$ cat config.mk
export PLATFORM = sky130hd
export DESIGN_NAME = pe1x1_acc_flat
export DESIGN_NICKNAME = d
export VERILOG_FILES = /design/src/rtl/pe_pkg.sv /design/src/rtl/pe1x1_acc_if.sv /design/src/rtl/acc_lane.sv /design/src/rtl/pe1x1_acc.sv /design/src/flat_wrapper.sv
export SDC_FILE = /design/constraint.sdc
export NUM_CORES = 2
export LEC_CHECK = 0
export ABC_AREA = 1
export CAP_MARGIN = 25
export CORE_AREA = 2 2 240 478
export CTS_CLUSTER_SIZE = 8
export DETAILED_ROUTE_END_ITERATION = 10
export DIE_AREA = 0 0 242 480
export PLACE_DENSITY = 0.6
export SKIP_CTS_REPAIR_TIMING = 1
export SLEW_MARGIN = 20
export SYNTH_ARGS = -nofsm -noshare
export SYNTH_HDL_FRONTEND = slang
export SYNTH_SLANG_ARGS = --single-unit
export TNS_END_PERCENT = 20
$ cat constraint.sdc
create_clock -name clk -period 39.9 [get_ports clk]
set_input_delay 5.985 -clock clk [delete_from_list [all_inputs] [get_ports clk]]
set_output_delay 5.985 -clock clk [all_outputs]
set_load 0.01 [all_outputs]
$ cat src/rtl/pe_pkg.sv
// ============================================================================
// Module : pe_pkg
// Brief  : Shared widths, FSM state type and lane pack/unpack helpers for the
//          1x1 PE channel accumulator (pe1x1_acc).
// Rev    : 1.0  initial release
// ============================================================================
`default_nettype none

package pe_pkg;

  localparam int DEF_OUTPUT_NUM = 7;   // lanes per beat
  localparam int DEF_IW         = 24;  // integer bits per lane
  localparam int DEF_FW         = 8;   // fraction bits per lane
  localparam int DEF_GW         = 8;   // accumulator guard bits
  localparam int DEF_CW         = 12;  // channel-count width

  localparam int DW = DEF_IW + DEF_FW;  // external lane width
  localparam int AW = DW + DEF_GW;      // internal accumulator lane width

  typedef enum logic [1:0] {
    IDLE = 2'd0,
    ACC  = 2'd1,
    OUT  = 2'd2
  } state_t;

  typedef logic [DEF_OUTPUT_NUM*DW-1:0] beat_t;

  // Extract lane k from a packed beat.
  function automatic logic [DW-1:0] lane_get(input beat_t beat, input int k);
    return beat[k*DW +: DW];
  endfunction

  // Return a copy of the beat with lane k replaced.
  function automatic beat_t lane_set(input beat_t beat, input int k, input logic [DW-1:0] v);
    beat_t b;
    b = beat;
    b[k*DW +: DW] = v;
    return b;
  endfunction

endpackage

`default_nettype wire

$ cat src/rtl/pe1x1_acc_if.sv
// ============================================================================
// Module : pe1x1_acc_if
// Brief  : Job control, product stream and result stream of the 1x1 PE
//          channel accumulator. master = job/stream source, slave = pe1x1_acc.
// Rev    : 1.0  initial release
// ============================================================================
`default_nettype none

interface pe1x1_acc_if #(
  parameter int OUTPUT_NUM = 7,
  parameter int DW         = 32,
  parameter int CW         = 12
);

  logic                     start_i;
  logic [CW-1:0]            ch_num_i;
  logic [OUTPUT_NUM*DW-1:0] prod_i;
  logic                     prod_valid_i;
  logic                     prod_ready_o;
  logic [OUTPUT_NUM*DW-1:0] acc_o;
  logic                     acc_valid_o;
  logic                     acc_ready_i;
  logic                     busy_o;
  logic                     done_o;

  modport master (
    output start_i, ch_num_i, prod_i, prod_valid_i, acc_ready_i,
    input  prod_ready_o, acc_o, acc_valid_o, busy_o, done_o
  );

  modport slave (
    input  start_i, ch_num_i, prod_i, prod_valid_i, acc_ready_i,
    output prod_ready_o, acc_o, acc_valid_o, busy_o, done_o
  );

endinterface

`default_nettype wire

$ cat src/rtl/acc_lane.sv
// ============================================================================
// Module : acc_lane
// Brief  : One accumulator lane. Holds a signed IW+FW+GW running sum with
//          load/add controls and formats the final sum to IW+FW bits into a
//          held output register. Build option ACC_SAT_EN selects saturation;
//          without it the low IW+FW bits are kept (wrap).
// Rev    : 1.0  initial release
// ============================================================================
`default_nettype none

module acc_lane #(
  parameter int IW = 24,
  parameter int FW = 8,
  parameter int GW = 8
) (
  input  wire logic             clk,
  input  wire logic             rst,
  input  wire logic             load,   // first beat of a job: replace sum
  input  wire logic             add,    // later beat: accumulate
  input  wire logic             last,   // final beat: capture formatted sum
  input  wire logic [IW+FW-1:0] din,
  output logic      [IW+FW-1:0] dout
);

  localparam int LW = IW + FW;
  localparam int SW = LW + GW;

  logic [SW-1:0] acc;
  logic [SW-1:0] din_ext;
  logic [SW-1:0] sum_next;
  logic [LW-1:0] fmt;

  assign din_ext = {{GW{din[LW-1]}}, din};

  // Sum including the beat being accepted this cycle.
  always_comb begin
    sum_next = load ? din_ext : (acc + din_ext);
  end

`ifdef ACC_SAT_EN
  localparam logic [LW-1:0] MAXV = {1'b0, {(LW-1){1'b1}}};
  localparam logic [LW-1:0] MINV = {1'b1, {(LW-1){1'b0}}};

  // Clamp when the guard bits and the result sign bit disagree.
  always_comb begin
    fmt = sum_next[LW-1:0];
    if (sum_next[SW-1:LW-1] != {(GW+1){sum_next[SW-1]}}) begin
      fmt = sum_next[SW-1] ? MINV : MAXV;
    end
  end
`else
  // Wrap: keep the low bits of the wide sum.
  always_comb begin
    fmt = sum_next[LW-1:0];
  end
`endif

  // Running sum and held result register.
  always_ff @(posedge clk or posedge rst) begin
    if (rst) begin
      acc  <= '0;
      dout <= '0;
    end else begin
      if (load || add) begin
        acc <= sum_next;
      end
      if (last) begin
        dout <= fmt;
      end
    end
  end

endmodule

`default_nettype wire

$ cat src/rtl/pe1x1_acc.sv
// ============================================================================
// Module : pe1x1_acc
// Brief  : Channel accumulator after the 1x1 PE array. Sums ch_num product
//          beats lane-wise and presents one result beat with valid/ready.
//          Build option ACC_SAT_EN: saturate lanes instead of wrapping.
// Rev    : 1.0  initial release
// ============================================================================
`default_nettype none

module pe1x1_acc
  import pe_pkg::*;
#(
  parameter int OUTPUT_NUM = DEF_OUTPUT_NUM,
  parameter int IW         = DEF_IW,
  parameter int FW         = DEF_FW,
  parameter int GW         = DEF_GW,
  parameter int CW         = DEF_CW
) (
  input  wire logic   clk,
  input  wire logic   rst,
  pe1x1_acc_if.slave  bus
);

  localparam int LW = IW + FW;

  state_t        state;
  state_t        state_next;
  logic [CW-1:0] count;        // beats accepted so far in this job
  logic [CW-1:0] target;       // beats required for this job (>= 1)
  logic          prod_ready_q;
  logic          acc_valid_q;
  logic          accept;
  logic          first_beat;
  logic          last_beat;
  logic          done;

  assign accept     = bus.prod_valid_i & prod_ready_q;
  assign first_beat = accept & (count == '0);
  assign last_beat  = accept & (count == (target - 1'b1));

  assign bus.prod_ready_o = prod_ready_q;
  assign bus.acc_valid_o  = acc_valid_q;
  assign bus.busy_o       = (state != IDLE);
  assign bus.done_o       = done;

  // Next-state and done pulse.
  always_comb begin
    state_next = state;
    done       = 1'b0;
    case (state)
      IDLE: if (bus.start_i) state_next = ACC;
      ACC:  if (last_beat)   state_next = OUT;
      OUT: begin
        if (acc_valid_q && bus.acc_ready_i) begin
          state_next = IDLE;
          done       = 1'b1;
        end
      end
      default: state_next = IDLE;
    endcase
  end

  // State register; ready/valid are registered decodes of the next state.
  always_ff @(posedge clk or posedge rst) begin
    if (rst) begin
      state        <= IDLE;
      prod_ready_q <= 1'b0;
      acc_valid_q  <= 1'b0;
    end else begin
      state        <= state_next;
      prod_ready_q <= (state_next == ACC);
      acc_valid_q  <= (state_next == OUT);
    end
  end

  // Job length latch and beat counter; a zero channel count runs as one beat.
  always_ff @(posedge clk or posedge rst) begin
    if (rst) begin
      count  <= '0;
      target <= '0;
    end else if ((state == IDLE) && bus.start_i) begin
      count  <= '0;
      target <= (bus.ch_num_i == '0) ? CW'(1) : bus.ch_num_i;
    end else if (accept) begin
      count <= count + 1'b1;
    end
  end

  for (genvar k = 0; k < OUTPUT_NUM; k++) begin : g_lane
    acc_lane #(
      .IW (IW),
      .FW (FW),
      .GW (GW)
    ) u_lane (
      .clk  (clk),
      .rst  (rst),
      .load (first_beat),
      .add  (accept & ~first_beat),
      .last (last_beat),
      .din  (bus.prod_i[k*LW +: LW]),
      .dout (bus.acc_o[k*LW +: LW])
    );
  end

endmodule

`default_nettype wire

$ cat src/flat_wrapper.sv
// flat-port wrapper written by rule: the top's interface ports become plain ports
module pe1x1_acc_flat import pe_pkg::*;
#(
  parameter int OUTPUT_NUM = DEF_OUTPUT_NUM,
  parameter int IW         = DEF_IW,
  parameter int FW         = DEF_FW,
  parameter int GW         = DEF_GW,
  parameter int CW         = DEF_CW
)
  (clk, rst, bus_start_i, bus_ch_num_i, bus_prod_i, bus_prod_valid_i, bus_acc_ready_i, bus_prod_ready_o, bus_acc_o, bus_acc_valid_o, bus_busy_o, bus_done_o);
  pe1x1_acc_if #(.OUTPUT_NUM(OUTPUT_NUM), .DW(DW), .CW(CW)) bus_i ();
  input  wire logic clk;
  input  wire logic rst;
  input wire logic [$bits(bus_i.start_i)-1:0] bus_start_i;
  input wire logic [$bits(bus_i.ch_num_i)-1:0] bus_ch_num_i;
  input wire logic [$bits(bus_i.prod_i)-1:0] bus_prod_i;
  input wire logic [$bits(bus_i.prod_valid_i)-1:0] bus_prod_valid_i;
  input wire logic [$bits(bus_i.acc_ready_i)-1:0] bus_acc_ready_i;
  output wire logic [$bits(bus_i.prod_ready_o)-1:0] bus_prod_ready_o;
  output wire logic [$bits(bus_i.acc_o)-1:0] bus_acc_o;
  output wire logic [$bits(bus_i.acc_valid_o)-1:0] bus_acc_valid_o;
  output wire logic [$bits(bus_i.busy_o)-1:0] bus_busy_o;
  output wire logic [$bits(bus_i.done_o)-1:0] bus_done_o;
  assign bus_i.start_i = bus_start_i;
  assign bus_i.ch_num_i = bus_ch_num_i;
  assign bus_i.prod_i = bus_prod_i;
  assign bus_i.prod_valid_i = bus_prod_valid_i;
  assign bus_i.acc_ready_i = bus_acc_ready_i;
  assign bus_prod_ready_o = bus_i.prod_ready_o;
  assign bus_acc_o = bus_i.acc_o;
  assign bus_acc_valid_o = bus_i.acc_valid_o;
  assign bus_busy_o = bus_i.busy_o;
  assign bus_done_o = bus_i.done_o;
  pe1x1_acc #(.OUTPUT_NUM(OUTPUT_NUM), .IW(IW), .FW(FW), .GW(GW), .CW(CW)) u_core (.clk(clk), .rst(rst), .bus(bus_i));
endmodule
==> impl_metrics.py <==
metrics = {
    "cts": {
        "tritoncts": "done",
        "clock_latency_ns": 0.67,
        "clock_sinks": 476,
        "htree_levels": 3,
        "numCtsBuffers": 69,
        "clock_path_buffers": 3,
        "root_buffer": "clkbuf_16",
        "cts.clk_slew.worst_paths_ns": 0.05,
    },
    "setup_path": {
        "crit_family": "buffers and inverters",
        "r2r-start": "u_core.bus.prod_ready_o",
        "crit_path_end_kind": "primary output",
        "worst-path-max-fanout": 2,
        "path_class": "in2out",
        "crit_path_top_delay_cell": "clkdlybuf4s50_1",
        "ff2ff_setup_slack_ns": 35.69,
        "worstPathRequired_ns": 33.91,
        "worstPathCellList": "clkdlybuf4s50_1 -> nand2_1 -> nor2_1 -> clkdlybuf4s50_1",
        "crit_top_cell": "clkdlybuf4s50_1",
        "rr_endpoint": "u_core.g_lane[4].u_lane.dout[10]",
        "cp.buffers_inverters": 2,
        "reg2regPathDepth": 11,
        "max_stage_delay_ns": 0.54,
        "critPathLaunchType": "input pin",
        "arrival_ns": 7.13,
    },
    "global_route": {
        "grt_util_all_layers_pct": 25.4,
        "antenna_found_initial": 25,
        "grt_pass1_wl_um": 227000,
        "grt_pass1_vias": 39500,
        "grt-ovfl-total": 0,
        "grt_max_degree": 92,
    },
    "synthesis": {
        "synth_largest_area_cell": "dfrtp_1",
        "ys_seq_elements": 476,
        "synth_top_cells_by_count": "nand2_1 (2604), inv_1 (1028), nor2_1 (587), dfrtp_1 (476), nand3_1 (421)",
        "synth_ff_type": "dfrtp_1",
        "yosys.area.top_type_share_pct": 30.5,
        "synthArstFlopShare_pct": 100,
        "netlist_area_sq_um": 39100,
        "ys_seq_area_share_pct": 30.5,
        "synth.avg_cell_area_sq_um": 6.11,
        "yosysMostFrequentCell": "nand2_1",
        "syn_nets": 6862,
        "ys_top_cells_by_area": "dfrtp_1 (30%), nand2_1 (25%), inv_1 (9.9%)",
        "synth-edff-count": 0,
        "syn_inst": 6394,
        "yosysWarningCount": 0,
        "yosysUniqueCellTypes": 42,
    },
    "worst_hold_path": {
        "worstHoldEndpoint": "u_core.g_lane[0].u_lane.dout[31]",
        "holdPathStages": 2,
        "holdCritStartpoint": "u_core.g_lane[0].u_lane.dout[31]",
        "min_path_type": "reg2reg",
    },
    "power_and_ir_drop": {
        "clockPowerShare_pct": 18.4,
        "p_seq_share_pct": 22.6,
        "switching_power_mw": 1.48,
        "sw_frac_of_total_pct": 49.7,
        "pwr-share-comb_pct": 59.0,
        "p_int_mw": 1.50,
        "power.density_nw_per_um2": 63.6,
        "vdd_drop_max_v": 0.0000333,
        "p_leak_nw": 26.5,
    },
    "floorplan": {
        "boundaryPins": 469,
        "die_h_um": 480,
        "start_util_pct": 34.8,
        "coreArea_sq_um": 112000,
        "fp.dieArea_sq_um": 116000,
        "rows": 174,
        "die_w_um": 242,
    },
    "sta": {
        "setup-tns-final_ns": 0,
        "finalCriticalPeriod_ns": 13.12,
        "rsz0062_at_grt": "false",
        "max_freq_mhz": 76.2,
        "relSlewSlack_pct": 33.6,
        "finClkSkew_ns": 0.0320,
        "finalSetupViolCount": 0,
        "worst_slew_pin_slew_ns": 0.997,
        "hold_viol": 0,
        "final_max_slew_viol_count": 0,
        "period_share_pct": 32.9,
    },
    "detailed_routing": {
        "drc": 0,
        "drt-vias-per-instance": 4.82,
        "wl_um": 149000,
        "ant_nets": 0,
        "drt_iter0_markers": 2298,
        "wire_per_inst_um": 17.9,
        "via_count": 40100,
        "first_pass_iters": 8,
    },
    "placement": {
        "gp_congestion": 0.968,
        "dp_hpwl_um": 116000,
        "placed_cells": 8242,
        "io_buffers": 468,
    },
    "finish": {
        "fin_cells": 8328,
        "area_delta_synth_final_pct": 20.1,
        "drive_gt1_share_pct": 4.59,
        "fill_cells": 12200,
        "final_nets": 7285,
    },
    "status": {
        "outcome": "finished clean",
    },
    "flow_run": {
        "drv_cap": 0,
    },
}
registers in the layout (all words and copies together), names as in the netlist:
register,cells
u_core.count,12
u_core.g_lane.u_lane.dout,224
u_core.bus.acc_valid_o,1
u_core.state,2
u_core.target,12
u_core.bus.prod_ready_o,1
u_core.g_lane.u_lane.acc,224
how the worst max path moves through the flow:
| stage | to | start | slack (ns) | depth (start not counted) |
|---|---|---|---|---|
| floorplan | u_core.bus.acc_valid_o | rst | 20.64 | 1 |
| global placement | bus_done_o | bus_acc_ready_i | 26.76 | 4 |
| detailed placement | bus_done_o | bus_acc_ready_i | 26.78 | 4 |
| CTS | bus_done_o | bus_acc_ready_i | 26.78 | 4 |
| global route | bus_done_o | bus_acc_ready_i | 26.71 | 4 |
| finish | bus_done_o | bus_acc_ready_i | 26.78 | 4 |
cell usage in the layout, fill, tap and decap left out, drive strengths merged:
cell and n:
nand4 84, mux2i 18, buf 30, xnor3 2, a21oi 151, and2 42
nor2 595, a21o 14, nor4 9, xor3 1, o21bai 1, and3 4
nand2 2622, o22ai 1, a31oi 71, o21ai 298, clkbuf 73, diode 6
dfrtp 476, o21a 1, ha 220, clkdlybuf4s50 468, nand3 422, xnor2 30
a311oi 1, clkinv 4, or2 3, nor3 26, xor2 31, fa 7
inv 1121
tightest hold or removal path: stages, from the launching register on:
cell and delay, ns:
dfrtp_1 0.34, nand2_1 0.05, nand2_1 0.05
kinds of logic after synthesis:
family                     count (synthesis)  share of synthesized area, %
muxes                                     18                         0.461
buffers and inverters                   1264                          12.9
adders and majority gates                227                          7.41
and+or+nand+nor                         3807                          39.2
AOI/OAI and AO/OA                        538                          8.01
DFF                                      476                          30.5
xor gates and xnor gates                  64                          1.54
power by group through the flow:
stage	clock (mW)	sequential (mW)	combinational, mW
3_3_place_gp	0	0.674	1.75
6_report	0.550	0.674	1.76
4_1_cts	0.569	0.673	1.77
5_1_grt	0.581	0.687	2.02
3_5_place_dp	0	0.678	1.76
2_1_floorplan	0	0.659	1.29
metal layers:
layer,global-route usage [%],up-vias,routed length [um]
li1,-,20500,-
met1,28.4,18300,59200
met2,46.9,1006,75400
met3,4.54,296,7830
met4,10.8,34,6080
met5,0,-,216
through the flow:
stage               setup slack, ns  instance area (sq um)  hold slack, ns  utilization (%)  power [mW]
CTS                           26.78                  46900           0.480             41.8        3.01
detailed placement            26.78                  45100           0.464             40.1        2.44
finish                        26.78                  46900           0.474             41.8        2.99
floorplan                     20.64                  39100           0.453                -        1.95
global route                  26.71                  46900           0.500             41.8        3.29
global placement              26.76                  45100           0.464             40.1        2.42
final cells by class:
class | count | area, sq um | share of cell area (%)
antenna | 6 | 15.0 | 0.0320
clock buffer | 73 | 1740 | 3.71
clock inverter | 7 | 103 | 0.219
inverter | 1118 | 4210 | 8.98
multi-input combinational | 4654 | 22200 | 47.2
sequential | 476 | 11900 | 25.4
tap | 1496 | 1870 | 3.99
timing repair buffer | 498 | 4910 | 10.5
Power figures use the tool's default switching activity.
